`config.mk`:
```
export PLATFORM = sky130hd
export DESIGN_NAME = ecc_sed_decoder
export DESIGN_NICKNAME = d
export VERILOG_FILES = /design/src/rtl/ecc_sed_pkg.sv /design/src/rtl/ecc_sed_parity_chk.sv /design/src/rtl/ecc_sed_decoder.sv
export SDC_FILE = /design/constraint.sdc
export NUM_CORES = 1
export LEC_CHECK = 0
export ABC_AREA = 1
export CORE_MARGIN = 2
export CORE_UTILIZATION = 47
export DETAILED_ROUTE_END_ITERATION = 16
export GPL_TIMING_DRIVEN = 0
export HOLD_SLACK_MARGIN = 0.02
export PLACE_DENSITY = 0.8
export SLEW_MARGIN = 15
export SYNTH_ARGS = -nofsm -noshare
export SYNTH_HDL_FRONTEND = slang
export SYNTH_HIERARCHICAL = 1
export SYNTH_SLANG_ARGS = --single-unit
```
`constraint.sdc`:
```
create_clock -name clk -period 1.2 [get_ports clk]
set_input_delay 0.12 -clock clk [delete_from_list [all_inputs] [get_ports clk]]
set_output_delay 0.12 -clock clk [all_outputs]
set_load 0.01 [all_outputs]
```
`src/rtl/ecc_sed_pkg.sv`:
```
// Shared definitions for the SED parity link (encoder and decoder).
// Widths, parity bit position and the buffered-entry layout.
package ecc_sed_pkg;

  localparam int DATA_W_DEF = 12;
  localparam int CW_W_DEF   = 13;
  localparam int PAR_POS    = 12;

  typedef struct packed {
    logic                  err;
    logic [DATA_W_DEF-1:0] data;
  } sed_entry_t;

endpackage

```
`src/rtl/ecc_sed_parity_chk.sv`:
```
// Combinational parity checker for one codeword.
// syndrome=1 means the word failed the parity check.
module ecc_sed_parity_chk #(
  parameter int CW_W    = 13,
  parameter bit ODD_PAR = 1'b0
) (
  input  logic [CW_W-1:0] codeword,
  output logic            syndrome
);

  // Reduction XOR against the expected parity sense
  always_comb begin
    syndrome = (^codeword) ^ ODD_PAR;
  end

endmodule

```
`src/rtl/ecc_sed_decoder.sv`:
```
// SED decoder: parity check, 2-entry {err,data} output FIFO, sticky error flag.
// Define ECC_SED_DEC_ERR_CNT_EN to add the saturating err_cnt port and counter.
module ecc_sed_decoder
  import ecc_sed_pkg::*;
#(
  parameter int DATA_W  = DATA_W_DEF,
  parameter bit ODD_PAR = 1'b0,
  parameter int CNT_W   = 8
) (
  input  logic              clk,
  input  logic              rst,
  input  logic              enc_valid,
  output logic              enc_ready,
  input  logic [DATA_W:0]   enc_codeword,
  output logic              dec_valid,
  input  logic              dec_ready,
  output logic [DATA_W-1:0] dec_data,
  output logic              dec_err,
  input  logic              clr_err,
`ifdef ECC_SED_DEC_ERR_CNT_EN
  output logic [CNT_W-1:0]  err_cnt,
`endif
  output logic              err_sticky
);

  typedef struct packed {
    logic              err;
    logic [DATA_W-1:0] data;
  } entry_t;

  entry_t     mem [2];
  logic       wr_ptr;
  logic       rd_ptr;
  logic [1:0] count;
  logic       syndrome;
  logic       push;
  logic       pop;
  logic       err_acc;

  ecc_sed_parity_chk #(
    .CW_W    (DATA_W + 1),
    .ODD_PAR (ODD_PAR)
  ) u_chk (
    .codeword (enc_codeword),
    .syndrome (syndrome)
  );

  // Handshake and head-of-queue outputs, all from registered state
  always_comb begin
    enc_ready = (count != 2'd2);
    dec_valid = (count != 2'd0);
    dec_data  = mem[rd_ptr].data;
    dec_err   = mem[rd_ptr].err;
    push      = enc_valid && enc_ready;
    pop       = dec_valid && dec_ready;
    err_acc   = push && syndrome;
  end

  // FIFO storage, pointers and occupancy
  always_ff @(posedge clk or posedge rst) begin
    if (rst) begin
      mem[0] <= '0;
      mem[1] <= '0;
      wr_ptr <= 1'b0;
      rd_ptr <= 1'b0;
      count  <= 2'd0;
    end else begin
      if (push) begin
        mem[wr_ptr] <= '{err: syndrome, data: enc_codeword[DATA_W-1:0]};
        wr_ptr      <= ~wr_ptr;
      end
      if (pop) begin
        rd_ptr <= ~rd_ptr;
      end
      case ({push, pop})
        2'b10:   count <= count + 2'd1;
        2'b01:   count <= count - 2'd1;
        default: count <= count;
      endcase
    end
  end

  // Sticky error: a new error beats a simultaneous clear
  always_ff @(posedge clk or posedge rst) begin
    if (rst) begin
      err_sticky <= 1'b0;
    end else if (err_acc) begin
      err_sticky <= 1'b1;
    end else if (clr_err) begin
      err_sticky <= 1'b0;
    end
  end

`ifdef ECC_SED_DEC_ERR_CNT_EN
  // Saturating error counter; clear with a new error restarts at one
  always_ff @(posedge clk or posedge rst) begin
    if (rst) begin
      err_cnt <= '0;
    end else if (err_acc) begin
      if (clr_err) begin
        err_cnt <= CNT_W'(1);
      end else if (err_cnt != {CNT_W{1'b1}}) begin
        err_cnt <= err_cnt + CNT_W'(1);
      end
    end else if (clr_err) begin
      err_cnt <= '0;
    end
  end
`endif

endmodule

```
==> flow_metrics.env, run 1 <==
export IMPL_ys_seq_area_share_pct=42.8
export IMPL_slowest_stage="dfrtp_1"
export IMPL_grt_pass1_wl_mm=7.94
export IMPL_power_share_switching_pct=41.7
export IMPL_setup_ws_ps=-151
export IMPL_yosys_most_used_dff="dfrtp_1"
export IMPL_cts_buffer_depth=2
export IMPL_hold_slack_ps=171
export IMPL_drt_initial_drc_count=197
export IMPL_dieHeight_microns=66.1
export IMPL_fin_cells=371
export IMPL_vias=2024
export IMPL_ys_warn_count=6
export IMPL_synth_top_cells_by_count="nand2_1, dfrtp_1, nand4_1"
export IMPL_start_kind="flop"
export IMPL_seq_power_share_pct=29.1
export IMPL_drive_gt1_share_pct=27.9
export IMPL_cts_htree_levels=2
export IMPL_failed_checks="setup timing"
export IMPL_wire_per_inst_microns=14.3
export IMPL_maxCapViolCount=0
export IMPL_p_int_mw=3.77
export IMPL_finClkSkew_ps=5.33
export IMPL_status="complete, but fails checks"
export IMPL_leakage_nw=1.49
export IMPL_cpPeakStageDelay_ps=420
export IMPL_fmax_mhz=740
export IMPL_grt_max_degree=32
export IMPL_cts_sinks=31
export IMPL_ctsRootBufferMaster="clkbuf_8"
export IMPL_cts_clk_slew_worst_paths_ps=60
export IMPL_syn2layout_area_growth_pct=41.9
export IMPL_fp_row_count=22
export IMPL_slew_limit_headroom_pct=55.2
export IMPL_synthDistinctLibCells=17
export IMPL_cts_tree="done"
export IMPL_post_dp_hpwl_mm=3.29
export IMPL_ant_nets=0
export IMPL_min_path_cells=3
export IMPL_preCtsSetupSlack_ps=-474
export IMPL_power_density_nw_per_um2=2520
export IMPL_hold_viol=0
export IMPL_drt_wl_total_mm=5.32
export IMPL_dr_pass1_iters=5
export IMPL_grt_use_met1_pct=31.2
export IMPL_cpLargestDelayFamily="flip-flops"
export IMPL_avgSynthCellArea_sq_um=6.84
export IMPL_path_common_cell="nand2_1"
export IMPL_dp_cells=346
export IMPL_drcViolationCount=0
export IMPL_clk_latency_ps=290
export IMPL_grt_overflow=0
export IMPL_crit_chain="inv_2 -> buf_6 -> nand2_1 -> nand2_1 -> buf_2"
export IMPL_crit_path_max_fanout=5
export IMPL_end_kind="primary output"
export IMPL_synth_most_common_cell="nand2_1"
export IMPL_fin_crit_ps=1350
export IMPL_avgViaCountPerCell=5.46
export IMPL_num_io_pins=34
export IMPL_antenna_cells=0
export IMPL_synth_async_reset_ratio_pct=100
export IMPL_cp_required_ps=1080
export IMPL_power_frac_clock_pct=14.0
export IMPL_vdd_drop_max_uv=987
export IMPL_rsz0062_at_grt="true"
export IMPL_final_core_util_pct=69.7
export IMPL_antenna_found_initial=0
export IMPL_core_area_sq_um=3690
export IMPL_use_met2_pct=40.5
export IMPL_synth_area_top_cells="dfrtp_1, nand2_1, nand4_1"
export IMPL_period_share_pct=113
export IMPL_die_w_microns=66.1
export IMPL_synth_top_area_share_pct=42.8
export IMPL_worstSetupPathType="reg2out"
export IMPL_p_total_mw=6.46
export IMPL_grtUsageTotal_pct=24.3
export IMPL_tightest_slew_ps=671
export IMPL_crit_arrival_ps=1230
export IMPL_netlist_area_sq_um=1810
export IMPL_gp_congestion=0.866
export IMPL_syn_nets=284
export IMPL_grtUsageMet3_pct=4.26
export IMPL_cp_num_cells=5
export IMPL_grt_pass1_vias=1771
export IMPL_netlist_instances=265
export IMPL_p_comb_share_pct=56.9
export IMPL_power_switching_mw=2.70
export IMPL_synth_edf_count=0
export IMPL_start_util_pct=49.1
export IMPL_ys_ff_latch=31
export IMPL_nNetsFinal=341
export IMPL_report_final_slew_viol_count=0
export IMPL_grt_busiest_layer="met2"
export IMPL_numCtsBuffers=5
export IMPL_die_area_sq_um=4370
export IMPL_portBuffers=33
export IMPL_holdCritPathClass="in2reg"
export IMPL_post_synth_top_area_cell="dfrtp_1"
export IMPL_critPathBufInv=3
export IMPL_final_setup_viol_count=34
export IMPL_ff2ff_path_depth=9
==> metal layers <==
metal | share of wire [%] | routed length, microns
met1 | 38 | 2040
met2 | 51 | 2690
met3 | 7.8 | 416
met4 | 3.0 | 160
met5 | 0 | 0
==> cell type report <==
cell class | instances | area (sq um)
fill | 291 | 1120
multi-input combinational | 197 | 956
sequential | 31 | 777
timing repair buffer | 51 | 463
buffer | 12 | 115
clock buffer | 8 | 100
inverter | 24 | 98.8
tap | 48 | 60.1
==> sequential cells by signal, summed over array words and instances (netlist names) <==
signal      cells
mem            26
rd_ptr          1
err_sticky      1
count           2
wr_ptr          1
==> path summary, 6_finish.rpt <==
check | from | to | slack [ps]
max | rd_ptr | dec_data[11] | -150
min | enc_codeword[1] | mem[1] | 170
max reg2reg | count[0] | count[1] | -130
min reg2reg | mem[16] | mem[16] | 480
max in group asynchronous | rst | count[1] | 510
min in group asynchronous | rst | mem[15] | 270
==> worst register-to-register path, stage by stage, from the launching register on <==
cell and delay, ps:
dfrtp_1 400, inv_2 100, nand2_4 80, buf_8 140, nand2_4 80, ha_4 210, inv_2 60, nand3_2 50
nand2_1 60, nand2_1 50
==> cell usage in the layout (no fill, tap or decap) <==
master	n
buf_2	14
buf_4	13
buf_6	11
buf_8	3
clkbuf_1	1
clkbuf_16	2
clkbuf_2	2
clkbuf_4	1
clkbuf_8	7
clkdlybuf4s15_1	3
clkdlybuf4s15_2	1
clkdlybuf4s50_1	3
clkinvlp_4	1
dfrtp_1	30
dfrtp_2	1
dlygate4sd2_1	6
dlymetal6s2s_1	4
ha_4	1
inv_1	16
inv_2	5
inv_4	2
nand2_1	132
nand2_2	18
nand2_4	4
nand3_1	8
nand3_2	1
nand3_4	2
nand4_1	27
nor2_1	1
nor2_2	1
o21ai_0	1
xnor2_1	1
==> through the flow <==
step	setup TNS (ps)	area, sq um
after floorplan	-60.2	1840
after global placement	-19200	2230
after detailed placement	-19430	2230
after CTS	-1720	2390
after global routing	-3490	2570
final	-1980	2570
==> logic make-up after synthesis <==
kind of cell	after synthesis	share of synthesized area (%)
compound gates	1	0.276
simple gates	194	45.9
xor+xnor	1	0.484
fa+ha+maj	1	0.690
buf+inv	37	9.81
flops	31	42.8
==> power by group through the flow <==
stage	Clock [mW]	Sequential (mW)	Combinational, mW
3_5_place_dp	0	1.85	2.94
3_3_place_gp	0	1.82	2.86
5_1_grt	0.955	1.94	4.00
6_report	0.902	1.88	3.68
4_1_cts	0.900	1.84	3.10
2_1_floorplan	0	1.78	1.81
==> timing repair <==
action,in CTS,in global routing
hold endpoints to repair,0,0
gates resized for setup,94,38
hold buffers,0,0
endpoints found under the setup margin,37,42
gates cloned,1,3
buffers inserted,8,6
pin swaps,7,12
Note: power is estimated with default switching activity, not from simulation.
==> run 2, diff against run 1 <==
--- a/config.mk
+++ b/config.mk
@@ -6,12 +6,14 @@
 export NUM_CORES = 1
 export LEC_CHECK = 0
 export ABC_AREA = 1
-export CORE_MARGIN = 2
-export CORE_UTILIZATION = 47
+export CORE_MARGIN = 4
+export CORE_UTILIZATION = 49
+export CTS_BUF_LIST = sky130_fd_sc_hd__clkbuf_8
+export CTS_CLUSTER_DIAMETER = 50
 export DETAILED_ROUTE_END_ITERATION = 16
 export GPL_TIMING_DRIVEN = 0
 export HOLD_SLACK_MARGIN = 0.02
-export PLACE_DENSITY = 0.8
+export PLACE_DENSITY = 0.83
 export SLEW_MARGIN = 15
 export SYNTH_ARGS = -nofsm -noshare
 export SYNTH_HDL_FRONTEND = slang
==> flow_metrics.env, run 2 (synthesized netlist as in run 1, its figures left out) <==
export IMPL_status="complete, but fails checks"
export IMPL_failed_checks="setup timing"
export IMPL_grt_pass1_wl_mm=7.76
export IMPL_cts_sinks=31
export IMPL_final_core_util_pct=74.9
export IMPL_maxCapViolCount=0
export IMPL_crit_arrival_ps=1260
export IMPL_holdCritPathClass="in2reg"
export IMPL_hold_viol=0
export IMPL_finClkSkew_ps=5.39
export IMPL_period_share_pct=115
export IMPL_report_final_slew_viol_count=0
export IMPL_gp_congestion=0.847
export IMPL_syn2layout_area_growth_pct=42.3
export IMPL_crit_chain="inv_4 -> buf_6 -> nand2_2 -> nand2_1 -> buf_2"
export IMPL_tightest_slew_ps=676
export IMPL_cts_htree_levels=2
export IMPL_grt_pass1_vias=1775
export IMPL_grt_max_degree=32
export IMPL_num_io_pins=34
export IMPL_cpPeakStageDelay_ps=460
export IMPL_post_dp_hpwl_mm=3.14
export IMPL_antenna_found_initial=0
export IMPL_rsz0062_at_grt="true"
export IMPL_start_util_pct=52.6
export IMPL_crit_path_max_fanout=6
export IMPL_fillers=254
export IMPL_ant_nets=0
export IMPL_portBuffers=33
export IMPL_start_kind="flop"
export IMPL_startpoint="rd_ptr"
export IMPL_dr_pass1_iters=4
export IMPL_cts_buffer_depth=2
export IMPL_wire_per_inst_microns=15.6
export IMPL_regMostFlops="mem"
export IMPL_numCtsBuffers=5
export IMPL_drive_gt1_share_pct=26.7
export IMPL_r2r_start="count[0]"
export IMPL_largestRegisters="mem (26), count (2)"
export IMPL_drcViolationCount=0
export IMPL_ctsRootBufferMaster="clkbuf_8"
export IMPL_avgViaCountPerCell=5.64
export IMPL_cp_required_ps=1080
export IMPL_grt_overflow=0
export IMPL_worstHoldStart="enc_codeword[0]"
export IMPL_final_common_cell="nand2_1"
export IMPL_slew_limit_headroom_pct=54.8
export IMPL_cts_tree="done"
export IMPL_cts_clk_slew_worst_paths_ps=70
export IMPL_power_density_nw_per_um2=2590
export IMPL_slowest_stage="dfrtp_2"
export IMPL_regArea_sq_um=777
export IMPL_vias=2099
export IMPL_core_area_sq_um=3440
export IMPL_nNetsFinal=344
export IMPL_setup_ws_ps=-179
export IMPL_fin_tns_setup_ps=-2670
export IMPL_mostFrequentLayoutCells="nand2_1, dfrtp_1, nand4_1"
export IMPL_die_w_microns=68.8
export IMPL_fmax_mhz=725
export IMPL_multi_input_area_sq_um=948
export IMPL_leakage_nw=1.50
export IMPL_largest_register_ffs=26
export IMPL_fp_row_count=21
export IMPL_final_setup_viol_count=30
export IMPL_clk_latency_ps=290
export IMPL_antenna_cells=0
export IMPL_drt_initial_drc_count=205
export IMPL_fin_crit_ps=1380
export IMPL_die_area_sq_um=4730
export IMPL_dieHeight_microns=68.8
export IMPL_vdd_drop_max_uv=1130
export IMPL_worstSetupPathType="reg2out"
export IMPL_drt_wl_total_mm=5.81
export IMPL_end_kind="primary output"
export IMPL_grtUsageTotal_pct=22.8
run 2: layer usage:
metal | routed length, microns | GRT usage (%) | share of wire, %
met5 | 0 | 0 | 0
met3 | 512 | 6.32 | 8.8
met1 | 2140 | 26.3 | 37
met2 | 2900 | 38.6 | 50
met4 | 262 | 10.9 | 4.5
run 2: through the flow:
step | worst slack (ps) | area [sq um] | hold slack [ps] | std cells | power, mW
after CTS | -137 | 2410 | 286 | 362 | 5.94
after detailed placement | -437 | 2230 | 458 | 344 | 4.76
final | -179 | 2580 | 159 | 372 | 6.68
after floorplan | -60.2 | 1840 | 224 | 265 | 3.60
after global placement | -459 | 2230 | 454 | 344 | 4.69
after global routing | -219 | 2580 | 178 | 372 | 7.06
run 2: final timing paths:
| path | slack, ps | end | cells past startpoint |
|---|---|---|---|
| worst min-delay path | 160 | mem[0] | 3 |
| max in group asynchronous | 510 | rd_ptr | 2 |
| worst max-delay path | -180 | dec_data[11] | 5 |
| min in group asynchronous | 270 | mem[16] | 2 |
| worst max register to register | -130 | mem[11] | 8 |
| worst min register to register | 480 | mem[18] | 2 |
run 2: worst max-delay path, delay by kind of cell, from the launching register on:
family,cells,cell delay (ps)
flops,1,460
buf+inv,3,380
simple gates,2,130
run 2: cell type report:
type / instances / area share [%]
multi-input combinational: 197 / 36.8
clock inverter: 1 / 0.146
timing repair buffer: 53 / 18.2
buffer: 13 / 4.90
tap: 46 / 2.23
sequential: 31 / 30.1
clock buffer: 7 / 3.74
inverter: 24 / 3.83
run 2: report_power, final:
part / leakage (nW) / internal [mW] / total [mW] / switching [mW]
Combinational: 1.06 / 1.78 / 3.87 / 2.09
Clock: 0.0557 / 0.515 / 0.916 / 0.402
Sequential: 0.383 / 1.55 / 1.89 / 0.345
run 2: timing repair:
item / CTS / global route
setup buffers: 8 / 7
cloned: 2 / 4
gates resized for setup: 103 / 21
setup endpoints to repair: 52 / 43
pin swaps: 11 / 13
endpoints found under the hold margin: 0 / 0
hold buffers: 0 / 0
